**src/rtl/booth_multiplier_pipe_param.sv**
```systemverilog
// Fully pipelined radix-2 Booth multiplier: one Booth step per stage, WIDTH+1 stages,
// per-sample signed/unsigned mode, valid/tag tracking and a global advance enable.
module booth_multiplier_pipe_param #(
    parameter int WIDTH = 8,
    parameter int TAG_W = 4
) (
    input  logic                 clk,
    input  logic                 rst,
    input  logic                 ce,
    input  logic                 in_valid,
    input  logic                 sgn,
    input  logic [WIDTH-1:0]     a,
    input  logic [WIDTH-1:0]     b,
    input  logic [TAG_W-1:0]     in_tag,
    output logic                 out_valid,
    output logic [2*WIDTH-1:0]   product,
    output logic [TAG_W-1:0]     out_tag
);

    localparam int N  = WIDTH + 1;
    localparam int PW = 2 * N + 1;

    // One extra operand bit lets signed and unsigned samples share the same signed Booth core.
    logic [N-1:0] w_a_ext;
    logic [N-1:0] w_b_ext;

    assign w_a_ext = sgn ? {a[WIDTH-1], a} : {1'b0, a};
    assign w_b_ext = sgn ? {b[WIDTH-1], b} : {1'b0, b};

    for (genvar gi = 1; gi <= N; gi++) begin : g_stage
        logic [PW-1:0]    w_p_in;
        logic [N-1:0]     w_m_in;
        logic [N-1:0]     w_mn_in;
        logic             w_v_in;
        logic [TAG_W-1:0] w_tag_in;
        logic [N-1:0]     w_upper;
        logic [PW-1:0]    w_p_next;

        logic [PW-1:0]    r_p;
        logic [N-1:0]     r_m;
        logic [N-1:0]     r_mn;
        logic             r_v;
        logic [TAG_W-1:0] r_tag;

        if (gi == 1) begin : g_seed
            assign w_p_in   = {{N{1'b0}}, w_b_ext, 1'b0};
            assign w_m_in   = w_a_ext;
            assign w_mn_in  = ~w_a_ext + N'(1);
            assign w_v_in   = in_valid;
            assign w_tag_in = in_tag;
        end else begin : g_chain
            assign w_p_in   = g_stage[gi-1].r_p;
            assign w_m_in   = g_stage[gi-1].r_m;
            assign w_mn_in  = g_stage[gi-1].r_mn;
            assign w_v_in   = g_stage[gi-1].r_v;
            assign w_tag_in = g_stage[gi-1].r_tag;
        end

        always_comb begin
            w_upper = w_p_in[PW-1:N+1];
            case (w_p_in[1:0])
                2'b01:   w_upper = w_upper + w_m_in;
                2'b10:   w_upper = w_upper + w_mn_in;
                default: w_upper = w_p_in[PW-1:N+1];
            endcase
            // Arithmetic shift right of {upper, lower} by one, keeping the sign of the upper field.
            w_p_next = {w_upper[N-1], w_upper, w_p_in[N:1]};
        end

        always_ff @(posedge clk) begin
            if (rst) begin
                r_p   <= '0;
                r_m   <= '0;
                r_mn  <= '0;
                r_v   <= 1'b0;
                r_tag <= '0;
            end else if (ce) begin
                r_p   <= w_p_next;
                r_m   <= w_m_in;
                r_mn  <= w_mn_in;
                r_v   <= w_v_in;
                r_tag <= w_tag_in;
            end
        end
    end

    // The 2N-bit Booth result sits in P[2N:1]; its low 2*WIDTH bits are exact in both modes.
    assign product   = g_stage[N].r_p[2*WIDTH:1];
    assign out_valid = g_stage[N].r_v;
    assign out_tag   = g_stage[N].r_tag;

endmodule

```
**config.mk**
```make
export PLATFORM = sky130hd
export DESIGN_NAME = booth_multiplier_pipe_param
export DESIGN_NICKNAME = d
export VERILOG_FILES = /design/src/rtl/booth_multiplier_pipe_param.sv
export SDC_FILE = /design/constraint.sdc
export NUM_CORES = 1
export LEC_CHECK = 0
export CORE_ASPECT_RATIO = 1.1
export CORE_UTILIZATION = 60
export CTS_CLUSTER_SIZE = 16
export DETAILED_ROUTE_END_ITERATION = 10
export GPL_ROUTABILITY_DRIVEN = 0
export GPL_TIMING_DRIVEN = 0
export HOLD_SLACK_MARGIN = 0.12
export PLACE_DENSITY = 0.78
export SYNTH_ARGS = -nofsm -noshare
export SYNTH_HDL_FRONTEND = slang
export SYNTH_SLANG_ARGS = --single-unit
```
**constraint.sdc**
```tcl
create_clock -name clk -period 7.1 [get_ports clk]
set_input_delay 1.42 -clock clk [delete_from_list [all_inputs] [get_ports clk]]
set_output_delay 1.42 -clock clk [all_outputs]
set_load 0.01 [all_outputs]
```
==> results.md, run 1 <==
* Initial Util at between 60% and 70%
* CTS Buf Count at 36
* H-tree depth at 2
* Num rows at between 60 and 70
* Initial DRT Pass Iterations at 5
* DRT antenna net count at 0
* Congestion Overflow GR at 0
* DR vias at between 10k and 15k
* CP arrival at approximately 3.8 ns
* Final wirelength at between 40 and 50 mm
* Flop pwr share at a little under half
* CTS Root Cell: clkbuf_16
* Setup violators final at 0
* RSZ-0062 raised after global routing: no
* Synth area leader: dfxtp_1
* Number of max-cap violations at 0
* Share of cells above drive strength 1 at under 10%
* # diodes at 0
* Syn Inst Count at approximately 1.7k
* Clk buf depth at 3
* Int Power at about 3.3 mW
* Vert. Die Dim at ~170 um
* Number of global-route vias before repair at 12.7k
* P&R area growth vs syn at 13.3%
* Mean Syn Cell Area at about 9.5 um2
* FF+latch area at roughly 0.0068 mm2
* Setup repair bufs after CTS at 0
* Setup WS pre-CTS at ~3.3 ns
* Final nets at roughly 1.9k
* Die area at 0.0276 mm2
* Top FF cell, synth: dfxtp_1
* Largest net degree at the start of global routing at 15
* Hold_buf cts at 0
* Worst Max-Slew Pin Slew at about 0.9 ns
* Global-route wire length before repair at roughly 68 mm
* Async SR Flop Fraction at 0%
* Clock-pin slew on the worst setup and hold paths at roughly 0.06 ns
* Leakage power at between 8 and 9 nW
* Port buffer count at 44
* Multi-input gate area at roughly 0.0088 mm2
* Post-CTS sizing at 0
* PD cells at approximately 240 mW/mm2
* Final clock skew at around 0.014 ns
* Sequential fraction of the synthesis area at 42.0%
* Placed cell count at ~2.1k
* Period utilisation layout at 47.7%
* WP data required at approximately 7.5 ns
* Worst Hold Class: flop to flop
* Synthesized area at about 0.016 mm2
* Fin. Hold Viols at 0
* Slew Limit Fails at 0
* EDFF count, synth at 0
* Final cell count without fillers at between 2k and 2.5k
* Outcome: completed
* Max transition margin at 39.5%
* Synthesized Nets at around 1.8k
* Sw Share at 23.9%
* # IOs at between 40 and 50
* NetSw at 1.03 mW
* Clock sink count at between 300 and 400
* Flops & latches, synth at roughly 340
* Setup_tns at 0 ns
* WL/cell at 19.9 um
* # DRC at 0
* Vias per cell at between 6 and 7
* Yosys top cell area share at between 40% and 50%
* Initial DRC Count at between 1k and 1.5k
* Fill cells at ~2k
* Yosys cell types at 55
* GRT Overall Usage at a little under a third
* Worst ir drop on vdd at 0.239 mV
* Clock share of power at between 40% and 50%
* Die Wd at approximately 160 um
* Synth warn at 0
* CTS tree: built
* DP HPWL at 32.4 mm
* Crit path capture type: flop
* Worst Setup Start Kind: primary input
* Ranking of synthesized cells by area: dfxtp_1, mux2i_1, nor2_1, ha_1, mux2_2
* Worst Setup Path Type: primary input to flop
* Worst Setup Slack, final at roughly 3.7 ns
* Later-pin clock latency in the skew report at 0.53 ns
* Crit Path Max Fanout at 10
* Core Area at roughly 0.026 mm2
* Fmax at just under 300 MHz
* Combinational power share at under 10%
* Initial antenna violation count at 0
* Period minus WS final at between 3 and 4 ns
==> stage by stage <==
stage	cell area [um2]	hold slack (ns)	power [mW]	util [%]
2_1_floorplan	16100	0.441	2.24	-
3_3_place_gp	17000	0.454	2.34	64.7
3_5_place_dp	17000	0.469	2.35	64.7
4_1_cts	18300	0.478	4.31	69.6
5_1_grt	18300	0.496	4.42	69.6
6_report	18300	0.481	4.30	69.6
==> area by class of cell <==
cell class | count | share of cell area (%)
inverters | 27 | 0.554
multi-input cells | 1235 | 48.2
clock buffers | 53 | 5.83
plain buffers | 104 | 2.44
well taps | 352 | 2.41
repair buffers | 44 | 2.41
clock inverters | 12 | 1.12
flip-flops and latches | 339 | 37.1
==> cells by family after synthesis <==
kind of cell / Yosys count / synth area share, %
buf+inv: 131 / 3.39
mux: 342 / 21.7
simple gates: 506 / 13.4
xor+xnor: 34 / 1.84
flops: 339 / 42.0
compound gates: 273 / 11.1
fa+ha+maj: 80 / 6.57
==> cell usage after synthesis, types with 22 or more instances <==
cell      number
xnor2_1       29
nand3_1       29
a21oi_1      101
nor3_1        24
nand2_1       89
dfxtp_1      339
buf_2         36
o211ai_1      24
a211oi_1      22
mux2i_1      280
nor2_1       309
mux2_2        62
inv_1         27
ha_1          72
clkbuf_1      50
o21ai_0       36
==> path summary, 6_finish.rpt <==
check / from / to / slack [ns] / cells after the start
worst max-delay path: rst / g_stage[5].r_tag[1] / 3.71 / 5
worst min-delay path: g_stage[9].r_p[15] / g_stage[9].r_p[15] / 0.48 / 2
worst max register to register: g_stage[5].r_p[1] / g_stage[6].r_p[17] / 4.06 / 9
worst min register to register: g_stage[9].r_p[15] / g_stage[9].r_p[15] / 0.48 / 2
==> power by group through the flow <==
stage	clock network (mW)	registers (mW)	logic, mW
6_report	1.99	1.98	0.330
5_1_grt	2.07	1.99	0.357
4_1_cts	2.00	1.98	0.327
3_5_place_dp	0	2.02	0.324
3_3_place_gp	0	2.02	0.315
2_1_floorplan	0	2.01	0.228
==> per-layer routing <==
layer	vias to the layer above	part of all wire, %	global-route usage, %	routed length (um)
met1	6250	40	37.3	17400
met5	-	0	0	0
met2	428	48	53.9	20700
met4	0	6.8	21.4	2920
li1	6230	-	-	-
met3	129	4.7	3.94	2010
==> registers in the layout, summed over array words and instances (netlist names) <==
register and flops:
g_stage.r_m 71, g_stage.r_tag 32, out_valid 1, out_tag 4, g_stage.r_p 160, g_stage.r_v 8
g_stage.r_mn 63
==> placed cells by master, fill, tap and decap left out, drive strengths merged, types with 6 or more instances in the layout <==
master / count
ha: 72
clkdlybuf4s50: 44
clkbuf: 103
nor2: 309
a31o: 10
a21o: 16
nor4: 8
inv: 28
dfxtp: 339
o21ai: 38
buf: 54
nor2b: 7
a21oi: 101
o211a: 10
mux2i: 280
nand3b: 6
a31oi: 7
o21a: 10
nand2: 89
o311a: 6
and3: 14
fa: 8
xnor2: 29
nand3: 29
o211ai: 24
or3: 6
a311oi: 7
mux2: 62
nor3: 24
a211oi: 22
==> critical path, cell delays in order <==
cell and delay [ns]:
clkdlybuf4s50_1 0.64, buf_2 0.37, buf_1 0.47, clkbuf_1 0.74, nor2_1 0.12
(Power assumes the default switching activity.)
==> run 2, diff against run 1 <==
--- a/config.mk
+++ b/config.mk
@@ -6,13 +6,13 @@
 export NUM_CORES = 1
 export LEC_CHECK = 0
 export CORE_ASPECT_RATIO = 1.1
-export CORE_UTILIZATION = 60
+export CORE_UTILIZATION = 56
 export CTS_CLUSTER_SIZE = 16
 export DETAILED_ROUTE_END_ITERATION = 10
 export GPL_ROUTABILITY_DRIVEN = 0
 export GPL_TIMING_DRIVEN = 0
 export HOLD_SLACK_MARGIN = 0.12
-export PLACE_DENSITY = 0.78
+export PLACE_DENSITY = 0.76
 export SYNTH_ARGS = -nofsm -noshare
 export SYNTH_HDL_FRONTEND = slang
 export SYNTH_SLANG_ARGS = --single-unit
==> constraint.sdc (replaced) <==
create_clock -name clk -period 2.9 [get_ports clk]
set_input_delay 0.58 -clock clk [delete_from_list [all_inputs] [get_ports clk]]
set_output_delay 0.58 -clock clk [all_outputs]
set_load 0.01 [all_outputs]
==> run 2 against run 1 <==
  * Final cell count grew 0.37%
  * Routed wire length shrank 0.74%
  * Clock power grew 130%
  * Critical path depth grew 4
  * Global-route usage shrank 3.0 points
  * Combinational power grew 140%
  * Sequential share of layout area grew 0.17 points
  * Largest cell class unchanged
==> results.md, run 2 (same netlist as run 1, synthesis figures left out) <==
* Setup repair bufs after CTS at 0 (unchanged)
* Worst Setup Start Kind: flop
* Max transition margin at 43.9% (+4.4 points)
* Setup violators final at 0 (unchanged)
* Fin. Hold Viols at 0 (unchanged)
* Commonest non-fill, non-tap cell in the layout: dfxtp_1
* CTS tree: built
* RSZ-0062 raised after global routing: yes
* Initial DRT Pass Iterations at 9 (+4)
* Worst Setup Slack, final at 0.139 ns (-3.58 ns)
* Number of max-cap violations at 0 (unchanged)
* Worst ir drop on vdd at 0.569 mV (+140%)
* Initial Util at 57.4% (-4.0 points)
* Final Cell Area at 0.0182 mm2 (-0.47%)
* Number of global-route vias before repair at 12.4k (-2.3%)
* Final clock skew at 0.00815 ns (-0.00562 ns)
* Worst Max-Slew Pin Slew at 0.841 ns (-0.0659 ns)
* Worst setup path endpoint: g_stage[7].r_p[17]
* Share of cells above drive strength 1 at 9.77% (+0.13 points)
* DP HPWL at 32.4 mm (about the same)
* Core Area at 0.0281 mm2 (+6.9%)
* CTS Buf Count at 36 (unchanged)
* Die area at 0.0295 mm2 (+7.1%)
* Leakage power at 8.08 nW (-0.58%)
* Crit Path Max Fanout at 8 (-2)
* Slew Limit Fails at 0 (unchanged)
* CTS Root Cell: clkbuf_16
* Vias per cell at 5.94 (-1.2%)
* Reg2reg end: g_stage[7].r_p[17]
* Global-route wire length before repair at 66.6 mm (-1.9%)
* Worst Hold Class: flop to flop
* Period utilisation layout at between 90 and 100%
* Crit path capture type: flop
* Clock sink count at 339 (unchanged)
* Cells on worst reg2reg path at 9 (unchanged)
* Num rows at 64 (+3.2%)
* Fill cells at 2263 (+16%)
* R2r setup slk at 0.14 ns (-3.92 ns)
* Critical path launch point: g_stage[6].r_p[1]
* Register with the most flip-flops: g_stage.r_p
* GRT Overall Usage at 28.8% (-3.0 points)
* Congestion Overflow GR at 0 (unchanged)
* Period minus WS final at ~2.8 ns
* Worst Setup Path Type: flop to flop
* Worst path cell trace: ha_1, buf_2, mux2_2, fa_1, a211oi_2, nor3_1, o2bb2ai_1, mux2i_1, o311ai_0
* Port buffer count at 44 (unchanged)
* Final wirelength at 42.7 mm (-0.74%)
* # diodes at 0 (unchanged)
* Placement Cell Area at 0.0170 mm2 (about the same)
* Later-pin clock latency in the skew report at 0.52 ns (about the same)
* H-tree depth at 2 (unchanged)
* Clk buf depth at 3 (unchanged)
* Clock-pin slew on the worst setup and hold paths at 0.06 ns (about the same)
* WP data required at 3.26 ns (-4.23 ns)
* DR vias at 12.9k (-0.88%)
* Most frequent cells in the layout: dfxtp_1, nor2_1, mux2i_1, a21oi_1, nand2_1
* PD cells at 558 mW/mm2 (+140%)
* Setup WS pre-CTS at -0.0575 ns (-3.34 ns)
* Slowest-stage cell, CP: fa_1
* CP arrival at 3.12 ns (-0.65 ns)
* Max FFs per register at 160 (unchanged)
* Initial DRC Count at 1036 (+1.4%)
* Reg-to-Reg Start: g_stage[6].r_p[1]
* DRT antenna net count at 0 (unchanged)
* Die Wd at 164 um (+3.5%)
* Vert. Die Dim at 180 um (+3.5%)
* Top flop regs: g_stage.r_p (160), g_stage.r_m (71), g_stage.r_mn (63)
* # DRC at 0 (unchanged)
* # IOs at 46 (unchanged)
* Outcome: completed
* Largest net degree at the start of global routing at 14 (-1)
* Final nets at 1891 (-0.053%)
* Fmax at about 360 MHz
* P&R area growth vs syn at 12.8%
* CP max stage delay at 0.47 ns (-0.27 ns)
* Overall Power at 10.2 mW (+140%)
* Initial antenna violation count at 0 (unchanged)
* WL/cell at 19.7 um (-1.1%)
## run 2: changes by cell type in the layout (fill, tap and decap cells not counted), moves of 2 or more
cell,before,now
a211oi_2,0,3
clkinv_2,3,5
a211oi_1,22,18
bufinv_16,4,1
## run 2: area by class of cell
class	count	area, um2	area share, %
plain buffers	103	443	2.43
flip-flops and latches	339	6790	37.3
inverters	27	101	0.556
repair buffers	44	440	2.42
clock inverters	9	87.6	0.481
multi-input cells	1235	8840	48.5
well taps	363	454	2.49
clock buffers	54	1060	5.81
## run 2: worst min path at each step
| stage | startpoint | end | slack, ns | cells after the start |
|---|---|---|---|---|
| after floorplan | g_stage[1].r_p[9] | g_stage[1].r_p[9] | 0.44 | 2 |
| after global placement | g_stage[1].r_p[0] | g_stage[1].r_p[0] | 0.46 | 2 |
| after detailed placement | g_stage[1].r_p[0] | g_stage[1].r_p[0] | 0.46 | 2 |
| after CTS | g_stage[1].r_p[0] | g_stage[1].r_p[0] | 0.47 | 2 |
| after global routing | g_stage[1].r_p[0] | g_stage[1].r_p[0] | 0.49 | 2 |
| final | g_stage[1].r_p[0] | g_stage[1].r_p[0] | 0.47 | 2 |
## run 2: repair_timing
item                       CTS  global route
setup endpoints to repair    0             8
gates resized for setup      0             6
hold buffers                 0             0
## run 2: critical path: cells and delay by family (launching register included)
family | cells | cell delay (ns)
flops | 1 | 0.38
mux | 2 | 0.58
compound gates | 3 | 0.70
simple gates | 1 | 0.10
buf+inv | 1 | 0.22
fa+ha+maj | 2 | 0.63
## run 2: per-layer routing
layer | vias to the layer above | global-route usage [%] | wire length [um]
met5 | - | 0 | 0
met4 | 0 | 15.6 | 2280
met3 | 115 | 3.06 | 1940
met2 | 399 | 50.3 | 21000
met1 | 6179 | 34.3 | 17500
li1 | 6229 | - | -
## run 2: report_power, final
part	switching (mW)	total (mW)	internal (mW)
clock network	1.88	4.50	2.62
logic	0.487	0.808	0.321
registers	0.0947	4.86	4.76
total	2.46	10.2	7.70
## run 2: stage by stage
stage	cells	utilization [%]	TNS [ns]	hold slack [ns]
5_1_grt	2174	64.8	-0.0474	0.492
6_report	2174	64.8	0	0.466
3_5_place_dp	2112	60.6	-1.43	0.460
4_1_cts	2175	64.7	0	0.469
2_1_floorplan	1705	-	0	0.441
3_3_place_gp	2112	60.6	-0.297	0.455
